## src/rtl/serdes_ctrl_pkg.sv

```systemverilog
// Shared definitions for the CC_SERDES bring-up sequencer and the TX pattern generators.
// Holds the state encoding, the alignment pattern and the K-character constants.
package serdes_ctrl_pkg;

    typedef enum logic [2:0] {
        ST_IDLE      = 3'd0,
        ST_PLL_RST   = 3'd1,
        ST_PLL_WAIT  = 3'd2,
        ST_TRX_RST   = 3'd3,
        ST_DONE_WAIT = 3'd4,
        ST_ALIGN     = 3'd5,
        ST_LINK_UP   = 3'd6,
        ST_FAULT     = 3'd7
    } state_e;

    localparam logic [7:0]  K28_5           = 8'hBC;
    localparam logic [15:0] ALIGN_WORD      = 16'hCAFE;
    localparam logic [23:0] PATTERN_DEFAULT = {ALIGN_WORD, K28_5};

    function automatic int unsigned max2(input int unsigned a, input int unsigned b);
        return (a > b) ? a : b;
    endfunction

endpackage

```

## src/rtl/serdes_word_checker.sv

```systemverilog
// Classifies each RX word against the fixed TX pattern and keeps the good/bad run
// counters plus the saturating error count used by the link sequencer.
module serdes_word_checker
    import serdes_ctrl_pkg::*;
#(
    parameter logic [23:0] PATTERN    = PATTERN_DEFAULT,
    parameter int unsigned ALIGN_GOOD = 64,
    parameter int unsigned ERR_LIMIT  = 4
) (
    input  logic        clk_i,
    input  logic        rst_i,
    input  logic        align_en_i,
    input  logic        link_en_i,
    input  logic        err_clr_i,
    input  logic        tx_buf_err_i,
    input  logic        rx_buf_err_i,
    input  logic [23:0] rx_word_i,
    output logic        aligned_o,
    output logic        drop_o,
    output logic [15:0] err_cnt_o
);

    localparam int unsigned GOOD_W = $clog2(ALIGN_GOOD + 1);
    localparam int unsigned BAD_W  = $clog2(ERR_LIMIT + 1);
    localparam logic [GOOD_W-1:0] GOOD_LAST = GOOD_W'(ALIGN_GOOD - 1);
    localparam logic [BAD_W-1:0]  BAD_LAST  = BAD_W'(ERR_LIMIT - 1);

    logic              good_w;
    logic [GOOD_W-1:0] good_run_q, good_run_d;
    logic [BAD_W-1:0]  bad_run_q, bad_run_d;
    logic [15:0]       err_cnt_q, err_cnt_d, err_base;

    always_comb begin
        good_w = (rx_word_i == PATTERN) && !tx_buf_err_i && !rx_buf_err_i;

        // Run counters only live inside their own state; leaving it clears them.
        good_run_d = '0;
        if (align_en_i && good_w) begin
            good_run_d = (good_run_q == GOOD_LAST) ? good_run_q : good_run_q + GOOD_W'(1);
        end
        aligned_o = align_en_i && good_w && (good_run_q == GOOD_LAST);

        bad_run_d = '0;
        if (link_en_i && !good_w) begin
            bad_run_d = (bad_run_q == BAD_LAST) ? bad_run_q : bad_run_q + BAD_W'(1);
        end
        drop_o = link_en_i && !good_w && (bad_run_q == BAD_LAST);

        // A clear coinciding with a bad word leaves a count of one.
        err_base  = err_clr_i ? '0 : err_cnt_q;
        err_cnt_d = err_base;
        if (link_en_i && !good_w && (err_base != 16'hFFFF)) begin
            err_cnt_d = err_base + 16'd1;
        end
    end

    always_ff @(posedge clk_i or posedge rst_i) begin
        if (rst_i) begin
            good_run_q <= '0;
            bad_run_q  <= '0;
            err_cnt_q  <= '0;
        end else begin
            good_run_q <= good_run_d;
            bad_run_q  <= bad_run_d;
            err_cnt_q  <= err_cnt_d;
        end
    end

    assign err_cnt_o = err_cnt_q;

endmodule

```

## src/rtl/serdes_link_ctrl.sv

```systemverilog
// Bring-up and supervision sequencer for one CC_SERDES lane: ordered PLL/TRX resets,
// reset-done wait, pattern alignment, link monitoring with bounded retries.
module serdes_link_ctrl
    import serdes_ctrl_pkg::*;
#(
    parameter int unsigned PLL_RST_CYCLES  = 16,
    parameter int unsigned PLL_LOCK_CYCLES = 1024,
    parameter int unsigned TRX_RST_CYCLES  = 16,
    parameter int unsigned DONE_TIMEOUT    = 4096,
    parameter int unsigned ALIGN_TIMEOUT   = 8192,
    parameter int unsigned ALIGN_GOOD      = 64,
    parameter int unsigned ERR_LIMIT       = 4,
    parameter int unsigned MAX_RETRIES     = 7,
    parameter logic [23:0] PATTERN         = PATTERN_DEFAULT
) (
    input  logic        clk_i,
    input  logic        rst_i,
    input  logic        enable_i,
    input  logic        restart_i,
    input  logic        err_clr_i,
    input  logic        tx_reset_done_i,
    input  logic        rx_reset_done_i,
    input  logic        tx_buf_err_i,
    input  logic        rx_buf_err_i,
    input  logic [63:0] rx_data_i,
    output logic        pll_rst_o,
    output logic        trx_rst_o,
    output logic        link_up_o,
    output logic        fault_o,
    output logic [2:0]  state_o,
    output logic [2:0]  retry_cnt_o,
    output logic [15:0] err_cnt_o
);

    localparam int unsigned TIMER_MAX = max2(max2(max2(PLL_RST_CYCLES, TRX_RST_CYCLES),
                                                  PLL_LOCK_CYCLES),
                                             max2(DONE_TIMEOUT, ALIGN_TIMEOUT));
    localparam int unsigned TIMER_W = $clog2(TIMER_MAX);
    localparam logic [TIMER_W-1:0] PLL_RST_LAST  = TIMER_W'(PLL_RST_CYCLES - 1);
    localparam logic [TIMER_W-1:0] PLL_LOCK_LAST = TIMER_W'(PLL_LOCK_CYCLES - 1);
    localparam logic [TIMER_W-1:0] TRX_RST_LAST  = TIMER_W'(TRX_RST_CYCLES - 1);
    localparam logic [TIMER_W-1:0] DONE_LAST     = TIMER_W'(DONE_TIMEOUT - 1);
    localparam logic [TIMER_W-1:0] ALIGN_LAST    = TIMER_W'(ALIGN_TIMEOUT - 1);
    localparam logic [2:0]         RETRY_MAX     = 3'(MAX_RETRIES);

    state_e             state_q, state_d;
    logic [TIMER_W-1:0] timer_q, timer_d;
    logic [2:0]         retry_q, retry_d;
    logic               pll_rst_q, pll_rst_d, trx_rst_q, trx_rst_d;
    logic               link_up_q, link_up_d, fault_q, fault_d;
    logic               fail, aligned, drop, both_done;
    logic               unused_rx_hi;

    assign unused_rx_hi = ^rx_data_i[63:24];
    assign both_done    = tx_reset_done_i && rx_reset_done_i;

    serdes_word_checker #(
        .PATTERN    (PATTERN),
        .ALIGN_GOOD (ALIGN_GOOD),
        .ERR_LIMIT  (ERR_LIMIT)
    ) u_checker (
        .clk_i        (clk_i),
        .rst_i        (rst_i),
        .align_en_i   (state_q == ST_ALIGN),
        .link_en_i    (state_q == ST_LINK_UP),
        .err_clr_i    (err_clr_i),
        .tx_buf_err_i (tx_buf_err_i),
        .rx_buf_err_i (rx_buf_err_i),
        .rx_word_i    (rx_data_i[23:0]),
        .aligned_o    (aligned),
        .drop_o       (drop),
        .err_cnt_o    (err_cnt_o)
    );

    always_comb begin
        state_d = state_q;
        retry_d = retry_q;
        fail    = 1'b0;
        if (!enable_i) begin
            state_d = ST_IDLE;
        end else begin
            // Success is tested before the timeout so a same-cycle done flag wins.
            unique case (state_q)
                ST_IDLE:      begin state_d = ST_PLL_RST; retry_d = '0; end
                ST_PLL_RST:   if (timer_q == PLL_RST_LAST)  state_d = ST_PLL_WAIT;
                ST_PLL_WAIT:  if (timer_q == PLL_LOCK_LAST) state_d = ST_TRX_RST;
                ST_TRX_RST:   if (timer_q == TRX_RST_LAST)  state_d = ST_DONE_WAIT;
                ST_DONE_WAIT: if (both_done) state_d = ST_ALIGN;
                              else if (timer_q == DONE_LAST) fail = 1'b1;
                ST_ALIGN:     if (aligned) state_d = ST_LINK_UP;
                              else if (timer_q == ALIGN_LAST) fail = 1'b1;
                ST_LINK_UP:   if (drop || !both_done) fail = 1'b1;
                ST_FAULT:     if (restart_i) begin state_d = ST_PLL_RST; retry_d = '0; end
                default:      state_d = ST_IDLE;
            endcase
            if (fail) begin
                if (retry_q == RETRY_MAX) begin
                    state_d = ST_FAULT;
                end else begin
                    retry_d = retry_q + 3'd1;
                    state_d = ST_PLL_RST;
                end
            end
        end

        if (state_d != state_q) begin
            timer_d = '0;
        end else begin
            timer_d = (timer_q == '1) ? timer_q : timer_q + TIMER_W'(1);
        end

        pll_rst_d = (state_d == ST_IDLE) || (state_d == ST_PLL_RST) || (state_d == ST_FAULT);
        trx_rst_d = !((state_d == ST_DONE_WAIT) || (state_d == ST_ALIGN) ||
                      (state_d == ST_LINK_UP));
        link_up_d = (state_d == ST_LINK_UP);
        fault_d   = (state_d == ST_FAULT);
    end

    always_ff @(posedge clk_i or posedge rst_i) begin
        if (rst_i) begin
            state_q   <= ST_IDLE;
            timer_q   <= '0;
            retry_q   <= '0;
            pll_rst_q <= 1'b1;
            trx_rst_q <= 1'b1;
            link_up_q <= 1'b0;
            fault_q   <= 1'b0;
        end else begin
            state_q   <= state_d;
            timer_q   <= timer_d;
            retry_q   <= retry_d;
            pll_rst_q <= pll_rst_d;
            trx_rst_q <= trx_rst_d;
            link_up_q <= link_up_d;
            fault_q   <= fault_d;
        end
    end

    assign state_o     = state_q;
    assign retry_cnt_o = retry_q;
    assign pll_rst_o   = pll_rst_q;
    assign trx_rst_o   = trx_rst_q;
    assign link_up_o   = link_up_q;
    assign fault_o     = fault_q;

endmodule

```

## config.mk

```make
export PLATFORM = sky130hd
export DESIGN_NAME = serdes_link_ctrl
export DESIGN_NICKNAME = d
export VERILOG_FILES = /design/src/rtl/serdes_ctrl_pkg.sv /design/src/rtl/serdes_word_checker.sv /design/src/rtl/serdes_link_ctrl.sv
export SDC_FILE = /design/constraint.sdc
export NUM_CORES = 1
export LEC_CHECK = 0
export CORE_UTILIZATION = 51
export DETAILED_ROUTE_END_ITERATION = 8
export GPL_ROUTABILITY_DRIVEN = 0
export HOLD_SLACK_MARGIN = 0.05
export PLACE_DENSITY = 0.95
export SLEW_MARGIN = 10
export SYNTH_ARGS = -nofsm -noshare
export SYNTH_HDL_FRONTEND = slang
export SYNTH_SLANG_ARGS = --single-unit
```

## constraint.sdc

```tcl
create_clock -name clk_i -period 4 [get_ports clk_i]
set_clock_uncertainty 0.05 [all_clocks]
set_input_delay 0.8 -clock clk_i [delete_from_list [all_inputs] [get_ports clk_i]]
set_output_delay 0.8 -clock clk_i [all_outputs]
set_load 0.01 [all_outputs]
```

### Word level (Yosys, flattened, before mapping)

Index checks and enable logic that the tools add are counted.

| word-level totals | value |
|---|---|
| output and inout port bits | 26 |
| flip-flop bits (word level) | 49 |
| logic and storage cells | 89 |
| bits of input ports | 73 |

| operators by class | value |
|---|---|
| add/subtract/negate cells | 5 |
| multiplexer cells | 29 |
| equality and inequality tests | 25 |
| reductions and logical operators | 20 |

Operator list:

| cell | count |
|---|---|
| 2-to-1 mux 3 bit | 14 |
| 2-to-1 mux 16 bit | 2 |
| == test 3 bit, second input constant | 9 |
| 2-to-1 mux 13 bit | 2 |
| == test 24 bit, second input constant | 1 |
| one-hot mux 3 bit (7 select lines) | 1 |
| adder 16 x 1 -> 16 bit, second input constant | 1 |
| != test 16 bit, second input constant | 1 |
| 2-to-1 mux 7 bit | 2 |
| adder 13 x 1 -> 13 bit, second input constant | 1 |
| == test 13 x 10 -> 1 bit, second input constant | 1 |
| == test 13 x 12 -> 1 bit, second input constant | 1 |
| == test 13 bit, second input constant | 1 |
| == test 13 x 4 -> 1 bit, second input constant | 1 |
| == test 3 x 2 -> 1 bit, second input constant | 3 |
| logical AND 1 bit | 8 |
| adder 7 x 1 -> 7 bit, second input constant | 1 |
| == test 7 x 6 -> 1 bit, second input constant | 1 |
| adder 3 x 1 -> 3 bit, second input constant | 2 |
| == test 3 x 1 -> 1 bit, second input constant | 2 |
| logical NOT 3 bit | 2 |
| 2-to-1 mux 1 bit | 6 |
| one-hot mux 3 bit (2 select lines) | 1 |
| logical NOT 1 bit | 5 |
| 5 further kinds | 10 |

### Logic depth before layout (Yosys ltp)

Gate-level depths: netlist (run 1).

| depth | value |
|---|---|
| depth after elaboration | 16 |
| gate-level depth with buffers | 10 |
| gate-level depth less buffers | 8 |

### Cells and area by module

From an unflattened synthesis (run 1), not the netlist that was laid out.

| second synthesis, totals | value |
|---|---|
| cell total of the unflattened synthesis | 316 |
| area, all modules | 2,972.9 um^2 |

Modules (own cells, without submodules):

| module | cells each | area each (um^2) | sequential area each (um^2) | times used |
|---|---|---|---|---|
| serdes_word_checker | 151 | 1,490.2 | 650.6 | 1 |
| serdes_link_ctrl | 165 | 1,482.7 | 578.1 | 1 |

### Worst setup path after synthesis (run 1)

Ideal clock, no wire load.

| path | value |
|---|---|
| path type | input to register |
| from | input rx_data_i[1] |
| to | register timer_q[2] |
| setup slack | 0.935 ns |
| data required time | 3.871 ns |
| library setup time | 0.079 ns |
| data arrival time | 2.935 ns |
| buffers on the path | 1 |
| cell stages on the path | 7 |
| cells stage by stage | or4b_4 > nor4_4 > nand3_1 > a221oi_4 > mux2i_4 > buf_6 > mux2i_1 |

| between the ends | value |
|---|---|
| cells in the longest elaborated chain, start to end | 14 |
| elaborated cells between the ends (all ways) | 20 |
| classes of those cells | eq/ne (3); mux (9); reduce/logical (8) |

RTL lines:

| element | line | source |
|---|---|---|
| start: declaration | serdes_link_ctrl.sv:25 | `input logic [63:0] rx_data_i,` |
| == test 24 bit * | serdes_word_checker.sv:34 | `good_w = (rx_word_i == PATTERN) && !tx_buf_err_i && !rx_buf_err_i;` |
| logical AND 1 bit * (2 in a row) | serdes_word_checker.sv:34 |  |
| logical NOT 1 bit | serdes_word_checker.sv:47 | `drop_o = link_en_i && !good_w && (bad_run_q == BAD_LAST);` |
| logical AND 1 bit (2 in a row) | serdes_word_checker.sv:47 |  |
| logical OR 1 bit | serdes_link_ctrl.sv:92 | `ST_LINK_UP: if (drop \|\| !both_done) fail = 1'b1;` |
| 2-to-1 mux 1 bit | serdes_link_ctrl.sv:92 |  |
| one-hot mux 1 bit (3 select lines) | serdes_link_ctrl.sv:83 | `unique case (state_q)` |
| 2-to-1 mux 1 bit | serdes_link_ctrl.sv:79 | `if (!enable_i) begin` |
| 2-to-1 mux 3 bit * | serdes_link_ctrl.sv:96 | `if (fail) begin` |
| 2-to-1 mux 3 bit * | serdes_link_ctrl.sv:79 |  |
| != test 3 bit * | serdes_link_ctrl.sv:106 | `if (state_d != state_q) begin` |
| != test 2 x 1 -> 1 bit (no line) or 2-to-1 mux 13 bit (tied branches) | n/a |  |
| end signal: assignment | serdes_link_ctrl.sv:130 | `timer_q <= timer_d;` |
| end: declaration | serdes_link_ctrl.sv:47 | `logic [TIMER_W-1:0] timer_q, timer_d;` |

Every way passes the cells marked *; elsewhere a longest branch is shown, timed or not. The select of a mux whose other input is x is not followed.
A chain may end at the register's enable or synchronous reset.

### Worst setup path after layout (run 1)

| path | value |
|---|---|
| from | input rx_data_i[1] |
| to | register timer_q[9] |

The elaborated chain is that of the path after synthesis.

==> results of run 1 <==
layout make-up:
| cell class | instances | area (µm²) | area share |
|---|---|---|---|
| Clock buffer | 5 | 68.82 | 0.01723 |
| Sequential cell | 49 | 1229 | 0.3076 |
| Timing Repair Buffer | 65 | 645.6 | 0.1617 |
| Tap cell | 75 | 93.84 | 0.02350 |
| Inverter | 13 | 48.80 | 0.01222 |
| Clock inverter | 3 | 46.29 | 0.01159 |
| Multi-Input combinational cell | 258 | 1862 | 0.4662 |
per-stage QoR:
stage | setup slack, ns | power [mW] | std cells | hold WS, ns
global placement | 0.4518 | 0.6008 | 460 | 0.4473
detailed placement | 0.3373 | 0.6062 | 460 | 0.4721
global route | 0.5012 | 0.9904 | 468 | 0.5186
floorplan | 0.9353 | 0.5613 | 341 | 0.4534
finish | 0.6430 | 0.9596 | 468 | 0.4868
CTS | 0.6566 | 0.9642 | 468 | 0.4865
worst min-delay path, cell delays in order, from the launching register on:
cell,delay [ns]
dfrtp_1,0.39
o21ai_0,0.08
nor2_1,0.04
registers in the layout, indices dropped and copies added (netlist names):
register and cells:
u_checker.bad_run_q 3, link_up_o 1, timer_q 13, u_checker.err_cnt_o 16
retry_cnt_o 3, pll_rst_o 1, trx_rst_o 1, state_o 3
u_checker.good_run_q 7, fault_o 1
worst max-delay path by stage:
stage | to | cells after the start | slack (ns) | from
after floorplan | timer_q[2] | 7 | 0.94 | rx_data_i[1]
after global placement | timer_q[6] | 8 | 0.45 | rx_data_i[1]
after detailed placement | timer_q[9] | 8 | 0.34 | rx_data_i[1]
after CTS | timer_q[3] | 8 | 0.66 | rx_data_i[1]
after global routing | timer_q[2] | 8 | 0.50 | rx_data_i[1]
final | timer_q[9] | 8 | 0.64 | rx_data_i[1]
per-layer routing:
| metal | GRT usage | up-vias | share of wire | wire length, µm |
|---|---|---|---|---|
| met5 | 0 | - | 0 | 0 |
| met4 | 0.07719 | 0 | 0.017 | 136 |
| met1 | 0.3293 | 1358 | 0.43 | 3332 |
| met3 | 0.03778 | 15 | 0.079 | 618 |
| li1 | - | 1376 | - | - |
| met2 | 0.3867 | 146 | 0.48 | 3720 |
cell usage after synthesis, drive strengths merged (8+ instances only):
library cell  count  area share
and3             11       0.021
nor2             31       0.036
nor4              8       0.025
clkbuf           14       0.016
nor3             11       0.022
nand2            22       0.026
inv              12       0.014
xor2             15       0.041
dfrtp            47        0.36
nor2b             8       0.015
nand4            17       0.033
o2111ai          26       0.070
nand3            15       0.023
xnor2             9       0.024
mux2i            19       0.063
power by group through the flow:
stage               combinational [mW]  sequential, mW  clock [mW]
floorplan                       0.0451           0.516           0
global placement                0.0830           0.518           0
finish                          0.0892           0.509       0.361
CTS                             0.0894           0.509       0.366
global route                    0.0988           0.510       0.381
detailed placement              0.0879           0.518           0
cell families (layout without fill, tap and decap cells):
kind of cell	Yosys count	after routing
compound gates	53	53
xor+xnor	24	24
fa+ha+maj	7	7
buf+inv	34	86
flops	49	49
mux	24	24
simple gates	150	150
==> impl_metrics.env, run 1 <==
export IMPL_status="complete, no violations"
export IMPL_reg2reg_depth=8
export IMPL_p_per_area_nw_per_um2=240.3
export IMPL_r2r_start="timer_q[0]"
export IMPL_cts_tree="yes"
export IMPL_fmax_mhz=297.9
export IMPL_vias=2895
export IMPL_cpMaxStageDelayCell="or4b_4"
export IMPL_grt_ovfl_total=0
export IMPL_final_cell_mix="clkdlybuf4s50_1, dfrtp_1, nor2_1, o2111ai_1, nand2_1"
export IMPL_viasPerCell=6.186
export IMPL_core_area_um2=6026
export IMPL_dpl_hpwl_um=5363
export IMPL_syn2layout_area_growth_pct=23.58
export IMPL_drtAntennaViolNets=0
export IMPL_cts_hold_fix_buffers=0
export IMPL_grt_start_max_net_pins=50
export IMPL_slew_violations=0
export IMPL_grt_antenna_before_repair=0
export IMPL_clock_latency_ns=0.31
export IMPL_ys_ff_latch=49
export IMPL_final_util=0.6628
export IMPL_worstPathRequired_ns=4.18
export IMPL_synth_top_family_by_area="simple AND/OR/NAND/NOR gates"
export IMPL_ys_warn_count=0
export IMPL_power_internal_mw=0.7329
export IMPL_start_kind="input pin"
export IMPL_rows=28
export IMPL_die_w_um=81.61
export IMPL_timing_setup_tns_ns=0
export IMPL_setup_violations_final=0
export IMPL_drv_cap=0
export IMPL_cts_root_buf="clkbuf_8"
export IMPL_synth_edf_count=0
export IMPL_post_route_drc_count=0
export IMPL_drive_gt1_frac=0.09160
export IMPL_cpLargestDelayFamily="simple AND/OR/NAND/NOR gates"
export IMPL_io_buffer_count=58
export IMPL_post_synth_cell_area_avg_um2=9.478
export IMPL_ys_types=57
export IMPL_seq_area_frac_synth=0.3802
export IMPL_synth_cells=341
export IMPL_synth_compound_area_share=0.1351
export IMPL_p_clk_frac=0.376
export IMPL_comb_power_share=0.093
export IMPL_grt_pass1_wl_um=12280
export IMPL_switching_power_mw=0.2267
export IMPL_grt_pass1_vias=2621
export IMPL_start_util=0.5363
export IMPL_cts_max_level=2
export IMPL_hp_class="flip-flop to flip-flop"
export IMPL_slowest_delay_ns=0.55
export IMPL_hold_path_end="u_checker.good_run_q[6]"
export IMPL_die_area_um2=6659
export IMPL_synth_area_um2=3232
export IMPL_hold_viol_final=0
export IMPL_r2r_slack_ns=1.17
export IMPL_leakage_nw=1.710
export IMPL_synth_fp_nets=421
export IMPL_cp_end_kind="flip-flop"
export IMPL_ir_worst_vdd_v=0.0002466
export IMPL_wl_per_cell_um=16.68
export IMPL_cp_arrival_ns=3.54
export IMPL_clkTransAtPathRegs_ns=0.10
export IMPL_synth_simple_area_share=0.2687
export IMPL_ys_flop_type="dfrtp_1"
export IMPL_pwr_share_seq=0.531
export IMPL_synthXorXnorAreaFrac=0.06504
export IMPL_rsz0062_at_grt="no"
export IMPL_yosys_area_share_adder=0.02710
export IMPL_muxShareOfSynthArea=0.08014
export IMPL_drt_total_wl_um=7807
export IMPL_design_area_um2=3994
export IMPL_path_cells="clkdlybuf4s50_1 > or4b_4 > nor4_4 > nand3_1 > a221oi_4 > mux2i_4 > buf_12 > mux2i_1"
export IMPL_fill_cells=438
export IMPL_slew_headroom=0.3286
export IMPL_cts_resized_gates=0
export IMPL_io_pins=99
export IMPL_fin_crit_sh=0.8393
export IMPL_worstSetupPathType="input pin to flip-flop"
export IMPL_hp_start="u_checker.good_run_q[6]"
export IMPL_holdPathStages=2
export IMPL_clockBufferDepth=2
export IMPL_r2r_end="retry_cnt_o[2]"
export IMPL_critPathMaxFanout=13
export IMPL_drt_first_pass_iters=5
export IMPL_cts_setup_buffers=0
export IMPL_diodes=0
export IMPL_dr_first_iter_drc_count=221
export IMPL_nets=472
export IMPL_p_sw_frac=0.2363
export IMPL_fin_crit_ns=3.357
export IMPL_ys_async_sr_fraction=1.000
export IMPL_dpl_instance_area_um2=3879
export IMPL_clock_sinks=49
export IMPL_die_h_um=81.61
export IMPL_final_common_cell="clkdlybuf4s50_1"
export IMPL_grt_usage=0.2396
export IMPL_max_slew_worst_pin_slew_ns=1.006
export IMPL_crit_buf_inv=2
export IMPL_cts_buffers=5
Note: power is estimated with default switching activity, not from simulation.
==> inputs of run 2 (changes only) <==
CORE_UTILIZATION = 48   (was 51)
PLACE_DENSITY = 0.93   (was 0.95)
clock period = 3.43 ns   (was 4 ns; I/O delays follow)
==> run 2 against run 1 <==
Net effect: the run now ends with design-rule violations left; combinational power up 17%; register-to-register slack lost 0.54 ns; clock-buffer cell count increased by 3; cell count up 1.5%; critical path depth stayed put; setup slack worse by 0.32 ns; global-route usage is 1.5 points lower; worst hold slack lost 0.012 ns; sequential share of layout area is 0.058 points higher; non-clock buffer count increased by 5; critical endpoint is now timer_q[1].
==> impl_metrics.env, run 2 (synthesized netlist as in run 1, its figures left out) <==
export IMPL_status="finished with violations"
export IMPL_violations="design-rule violations"
export IMPL_clock_latency_ns=0.30
export IMPL_cts_buffers=5
export IMPL_p_sw_frac=0.2421
export IMPL_drt_first_pass_iters=7
export IMPL_largest_register_ffs=16
export IMPL_pwr_share_seq=0.576
export IMPL_cp_end_kind="flip-flop"
export IMPL_clkTransAtPathRegs_ns=0.08
export IMPL_timing_setup_tns_ns=0
export IMPL_io_buffer_count=58
export IMPL_rsz0062_at_grt="no"
export IMPL_drtAntennaViolNets=0
export IMPL_cp_arrival_ns=3.28
export IMPL_cts_root_buf="clkbuf_8"
export IMPL_p_clk_frac=0.324
export IMPL_final_common_cell="clkdlybuf4s50_1"
export IMPL_io_pins=99
export IMPL_r2r_start="timer_q[0]"
export IMPL_vias=2995
export IMPL_start_util=0.5032
export IMPL_ir_worst_vdd_v=0.0001914
export IMPL_post_route_drc_count=14
export IMPL_switching_power_mw=0.2499
export IMPL_max_slew_worst_pin_slew_ns=1.006
export IMPL_clock_sinks=49
export IMPL_die_area_um2=7065
export IMPL_grt_pass1_wl_um=12990
export IMPL_multiInputGateArea_um2=1862
export IMPL_rows=29
export IMPL_syn2layout_area_growth_pct=23.34
export IMPL_crit_start="rx_data_i[1]"
export IMPL_worstPathRequired_ns=3.60
export IMPL_dr_first_iter_drc_count=417
export IMPL_leakage_nw=1.714
export IMPL_power_internal_mw=0.7821
export IMPL_drt_total_wl_um=7741
export IMPL_comb_power_share=0.101
export IMPL_setup_violations_final=0
export IMPL_start_kind="input pin"
export IMPL_die_w_um=84.06
export IMPL_cts_tree="yes"
export IMPL_die_h_um=84.06
export IMPL_critPathMaxFanout=28
export IMPL_p_per_area_nw_per_um2=258.9
export IMPL_fill_cells=511
export IMPL_fin_crit_ns=3.109
export IMPL_hp_class="flip-flop to flip-flop"
export IMPL_cts_setup_buffers=0
export IMPL_core_area_um2=6422
export IMPL_slew_violations=0
export IMPL_hold_viol_final=0
export IMPL_diodes=0
export IMPL_grt_ovfl_total=0
export IMPL_grt_antenna_before_repair=0
export IMPL_hp_start="retry_cnt_o[0]"
export IMPL_clockBufferDepth=2
export IMPL_cts_resized_gates=0
export IMPL_cts_hold_fix_buffers=0
export IMPL_slew_headroom=0.3283
export IMPL_nets=477
export IMPL_regArea_um2=1229
export IMPL_dpl_instance_area_um2=3906
export IMPL_final_cell_mix="clkdlybuf4s50_1, dfrtp_1, nor2_1, o2111ai_1, nand2_1"
export IMPL_worstSetupPathType="input pin to flip-flop"
export IMPL_dpl_hpwl_um=5384
export IMPL_grt_pass1_vias=2914
export IMPL_design_area_um2=3986
export IMPL_grt_usage=0.2246
export IMPL_fin_crit_sh=0.9066
export IMPL_wl_per_cell_um=16.30
export IMPL_viasPerCell=6.305
export IMPL_drv_cap=0
export IMPL_grt_start_max_net_pins=50
export IMPL_fmax_mhz=321.6
export IMPL_drive_gt1_frac=0.09548
export IMPL_cts_max_level=2
==> run 2: cell type report <==
class / instances / area share
Sequential cell: 49 / 0.3082
Clock buffer: 8 / 0.02009
Timing Repair Buffer: 70 / 0.1682
Inverter: 13 / 0.01224
Tap cell: 77 / 0.02417
Multi-Input combinational cell: 258 / 0.4670
==> run 2: worst paths after layout <==
kind	end	slack [ns]	depth (start not counted)
max	timer_q[1]	0.32	8
max in group asynchronous	timer_q[1]	1.82	2
min in group asynchronous	u_checker.bad_run_q[2]	0.89	2
min reg2reg	retry_cnt_o[0]	0.47	1
max reg2reg	retry_cnt_o[2]	0.63	8
min	retry_cnt_o[0]	0.47	1
==> run 2: per-layer routing <==
layer / GRT usage / part of all wire / up-vias
li1: - / - / 1390
met1: 0.2874 / 0.42 / 1448
met2: 0.3838 / 0.49 / 142
met3: 0.04055 / 0.076 / 15
met4: 0.07367 / 0.014 / 0
met5: 0 / 0 / -
==> run 2: worst max-delay path: stages <==
cell and delay (ns):
clkdlybuf4s50_1 0.40, or4b_4 0.55, nor4_4 0.30, nand3_1 0.19, a221oi_4 0.40, buf_4 0.36
o2111ai_1 0.19, mux2i_1 0.20
==> run 2: per-stage QoR <==
stage	std cells	setup slack [ns]	power, mW	util	hold slack (ns)
2_1_floorplan	341	0.4793	0.6546	-	0.4534
3_3_place_gp	467	0.09813	0.7025	0.6082	0.4496
3_5_place_dp	467	0.01528	0.7091	0.6082	0.4638
4_1_cts	475	0.3301	1.041	0.6207	0.4757
5_1_grt	475	0.2169	1.067	0.6207	0.4834
6_report	475	0.3205	1.032	0.6207	0.4743
==> run 2: power groups by stage <==
stage	Combinational, mW	Sequential [mW]	Clock [mW]
6_report	0.104	0.594	0.334
5_1_grt	0.115	0.596	0.357
4_1_cts	0.104	0.594	0.342
3_5_place_dp	0.104	0.605	0
3_3_place_gp	0.0985	0.604	0
2_1_floorplan	0.0526	0.602	0
==> inputs of run 3 (changes only) <==
ABC_AREA = 1   (was default)
CORE_MARGIN = 8   (was default)
CORE_UTILIZATION = 46   (was 48)
PLACE_DENSITY = 0.91   (was 0.93)
==> run 3 against run 2 <==
Net effect: the flow now finishes without violations; clock-buffer cell count fell by 3; non-clock buffer count fell by 12; critical path depth rose by 6; fmax rose by 2.5%; largest cell class unchanged; global-route usage fell by 7.5 points; combinational power rose by 6%; flip-flop and latch count did not move; setup slack improved by 0.077 ns.
==> impl_metrics.env, run 3 <==
export IMPL_p_per_area_nw_per_um2=311.5
export IMPL_critPathMaxFanout=11
export IMPL_yosys_area_top_type_share=0.3902
export IMPL_drv_cap=0
export IMPL_grt_pass1_vias=2661
export IMPL_seq_area_frac_synth=0.4076
export IMPL_pre_cts_ws_ns=0.1667
export IMPL_vias=2677
export IMPL_synth_area_um2=3014
export IMPL_synth_edf_count=0
export IMPL_drive_gt1_frac=0.09868
export IMPL_start_kind="input pin"
export IMPL_routed_wl_met3_um=401
export IMPL_cts_max_level=2
export IMPL_ir_worst_vdd_v=0.0002331
export IMPL_synth_cells=393
export IMPL_worstPathRequired_ns=3.61
export IMPL_cp_end_kind="flip-flop"
export IMPL_cts_tree="yes"
export IMPL_syn2layout_area_growth_pct=26.19
export IMPL_slew_violations=0
export IMPL_final_cell_mix="nand2_1, inv_1, clkdlybuf4s50_1, nor2_1, dfrtp_1"
export IMPL_grt_ovfl_total=0
export IMPL_clock_sinks=49
export IMPL_hp_class="flip-flop to flip-flop"
export IMPL_cp_arrival_ns=3.21
export IMPL_drt_total_wl_um=7034
export IMPL_layout_setup_ws_ns=0.3971
export IMPL_cts_root_buf="clkbuf_8"
export IMPL_max_slew_worst_pin_slew_ns=1.012
export IMPL_diodes=0
export IMPL_nets=535
export IMPL_die_w_um=96.95
export IMPL_yosysTopAreaCell="dfrtp_1"
export IMPL_pwr_share_seq=0.500
export IMPL_post_synth_cell_area_avg_um2=7.670
export IMPL_fill_cells=517
export IMPL_drtAntennaViolNets=0
export IMPL_instances_no_fill=533
export IMPL_largest_register_ffs=16
export IMPL_status="complete, no violations"
export IMPL_ys_top_cells_by_count="nand2_1, inv_1, nor2_1"
export IMPL_clkTransAtPathRegs_ns=0.09
export IMPL_io_pins=99
export IMPL_rows=29
export IMPL_routed_top_layer="met4"
export IMPL_post_route_drc_count=0
export IMPL_die_area_um2=9398
export IMPL_wl_met1_um=3133
export IMPL_power_internal_mw=0.9256
export IMPL_dr_first_iter_drc_count=146
export IMPL_cts_buffers=5
export IMPL_viasPerCell=5.023
export IMPL_synthTopCellsByArea="dfrtp_1, nand2_1, inv_1, nor2_1, xor2_1"
export IMPL_dpl_hpwl_um=5282
export IMPL_dp_cells=525
export IMPL_core_area_um2=6350
export IMPL_die_h_um=96.95
export IMPL_worstSetupPathType="input pin to flip-flop"
export IMPL_ys_types=34
export IMPL_slew_headroom=0.3245
export IMPL_cts_hold_fix_buffers=0
export IMPL_clockBufferDepth=2
export IMPL_wl_per_cell_um=13.20
export IMPL_cts_resized_gates=0
export IMPL_switching_power_mw=0.2591
export IMPL_fmax_mhz=329.7
export IMPL_grt_antenna_before_repair=0
export IMPL_leakage_nw=1.757
export IMPL_met2_wirelength_um=3369
export IMPL_clock_latency_ns=0.31
export IMPL_p_clk_frac=0.407
export IMPL_ys_async_sr_fraction=1.000
export IMPL_synth_fp_nets=473
export IMPL_grt_usage=0.1494
export IMPL_ys_warn_count=0
export IMPL_setup_violations_final=0
export IMPL_rsz0062_at_grt="no"
export IMPL_final_common_cell="nand2_1"
export IMPL_ys_ff_latch=49
export IMPL_cts_setup_buffers=0
export IMPL_drt_first_pass_iters=4
export IMPL_grt_start_max_net_pins=50
export IMPL_fin_crit_ns=3.033
export IMPL_synth_most_common_cell="nand2_1"
export IMPL_hold_viol_final=0
export IMPL_timing_setup_tns_ns=0
export IMPL_ys_flop_type="dfrtp_1"
export IMPL_p_sw_frac=0.2187
export IMPL_grt_pass1_wl_um=11980
export IMPL_comb_power_share=0.093
export IMPL_io_buffer_count=58
export IMPL_fin_crit_sh=0.8842
export IMPL_start_util=0.4747
## run 3: cell types whose count changed after synthesis, moves of 9 or more
cell	delta
nor2_1	+25
nand4_1	-9
nand2_1	+52
and3_1	-11
nand3_1	+10
inv_1	+59
mux2i_1	-17
nor2_2	+10
clkbuf_1	-14
o2111ai_1	-26
## run 3: final timing paths
check | startpoint | endpoint | slack (ns) | depth (start not counted)
min reg2reg | retry_cnt_o[0] | retry_cnt_o[0] | 0.48 | 1
min in group asynchronous | rst_i | timer_q[7] | 0.88 | 2
max reg2reg | state_o[0] | u_checker.err_cnt_o[11] | 1.03 | 12
max in group asynchronous | rst_i | u_checker.err_cnt_o[11] | 1.83 | 2
max | err_clr_i | u_checker.err_cnt_o[11] | 0.40 | 14
min | retry_cnt_o[0] | retry_cnt_o[0] | 0.48 | 1
## run 3: metrics by stage
step           power [mW]  utilization  hold WS [ns]  instance area [µm²]
2_1_floorplan      0.6621            -        0.4050                 3014
3_3_place_gp       0.7072       0.5779        0.4264                 3670
3_5_place_dp       0.7118       0.5779        0.4636                 3670
4_1_cts             1.193       0.5990        0.4761                 3804
5_1_grt             1.233       0.5990        0.4891                 3804
6_report            1.185       0.5990        0.4762                 3804
## run 3: routing by layer
layer  GRT usage  vias up
met2      0.2536       94
met3     0.03841       10
met1      0.1741     1229
met5           0        -
met4     0.06154        0
li1            -     1344
## run 3: layout make-up
cell class / count / area, µm² / area share
clock inverters: 3 / 65.06 / 0.01711
repair buffers: 58 / 580.6 / 0.1526
well taps: 77 / 96.34 / 0.02533
clock buffers: 5 / 68.82 / 0.01809
inverters: 73 / 274.0 / 0.07204
flip-flops and latches: 49 / 1229 / 0.3230
multi-input cells: 268 / 1490 / 0.3918
## run 3: cells by family (layout without fill, tap and decap cells)
group                    after synthesis  in the layout  synth area share
AND/OR/NAND/NOR                      210            210            0.3437
buffers and inverters                 76            139           0.09797
flip-flops                            49             49            0.4076
AO/OA/AOI/OAI                         25             25           0.04566
XOR/XNOR                              25             25           0.07264
adder cells (fa/ha/maj)                7              7           0.02906
multiplexers                           1              1          0.003321
## run 3: power by group through the flow
stage	logic [mW]	registers (mW)	clock network [mW]
finish	0.110	0.592	0.483
global route	0.123	0.593	0.516
CTS	0.111	0.592	0.491
detailed placement	0.109	0.603	0
global placement	0.105	0.602	0
floorplan	0.0607	0.601	0
## run 3: critical path: stages
cell and delay, ns:
clkdlybuf4s50_1 0.72, inv_1 0.23, nand2_1 0.14, inv_1 0.10
nand3_1 0.10, nor2_1 0.05, nand3_1 0.10, nand2_2 0.13
inv_2 0.17, nand2_1 0.12, nor2_2 0.19, nand4_1 0.17
nor2_1 0.16, xor2_1 0.16
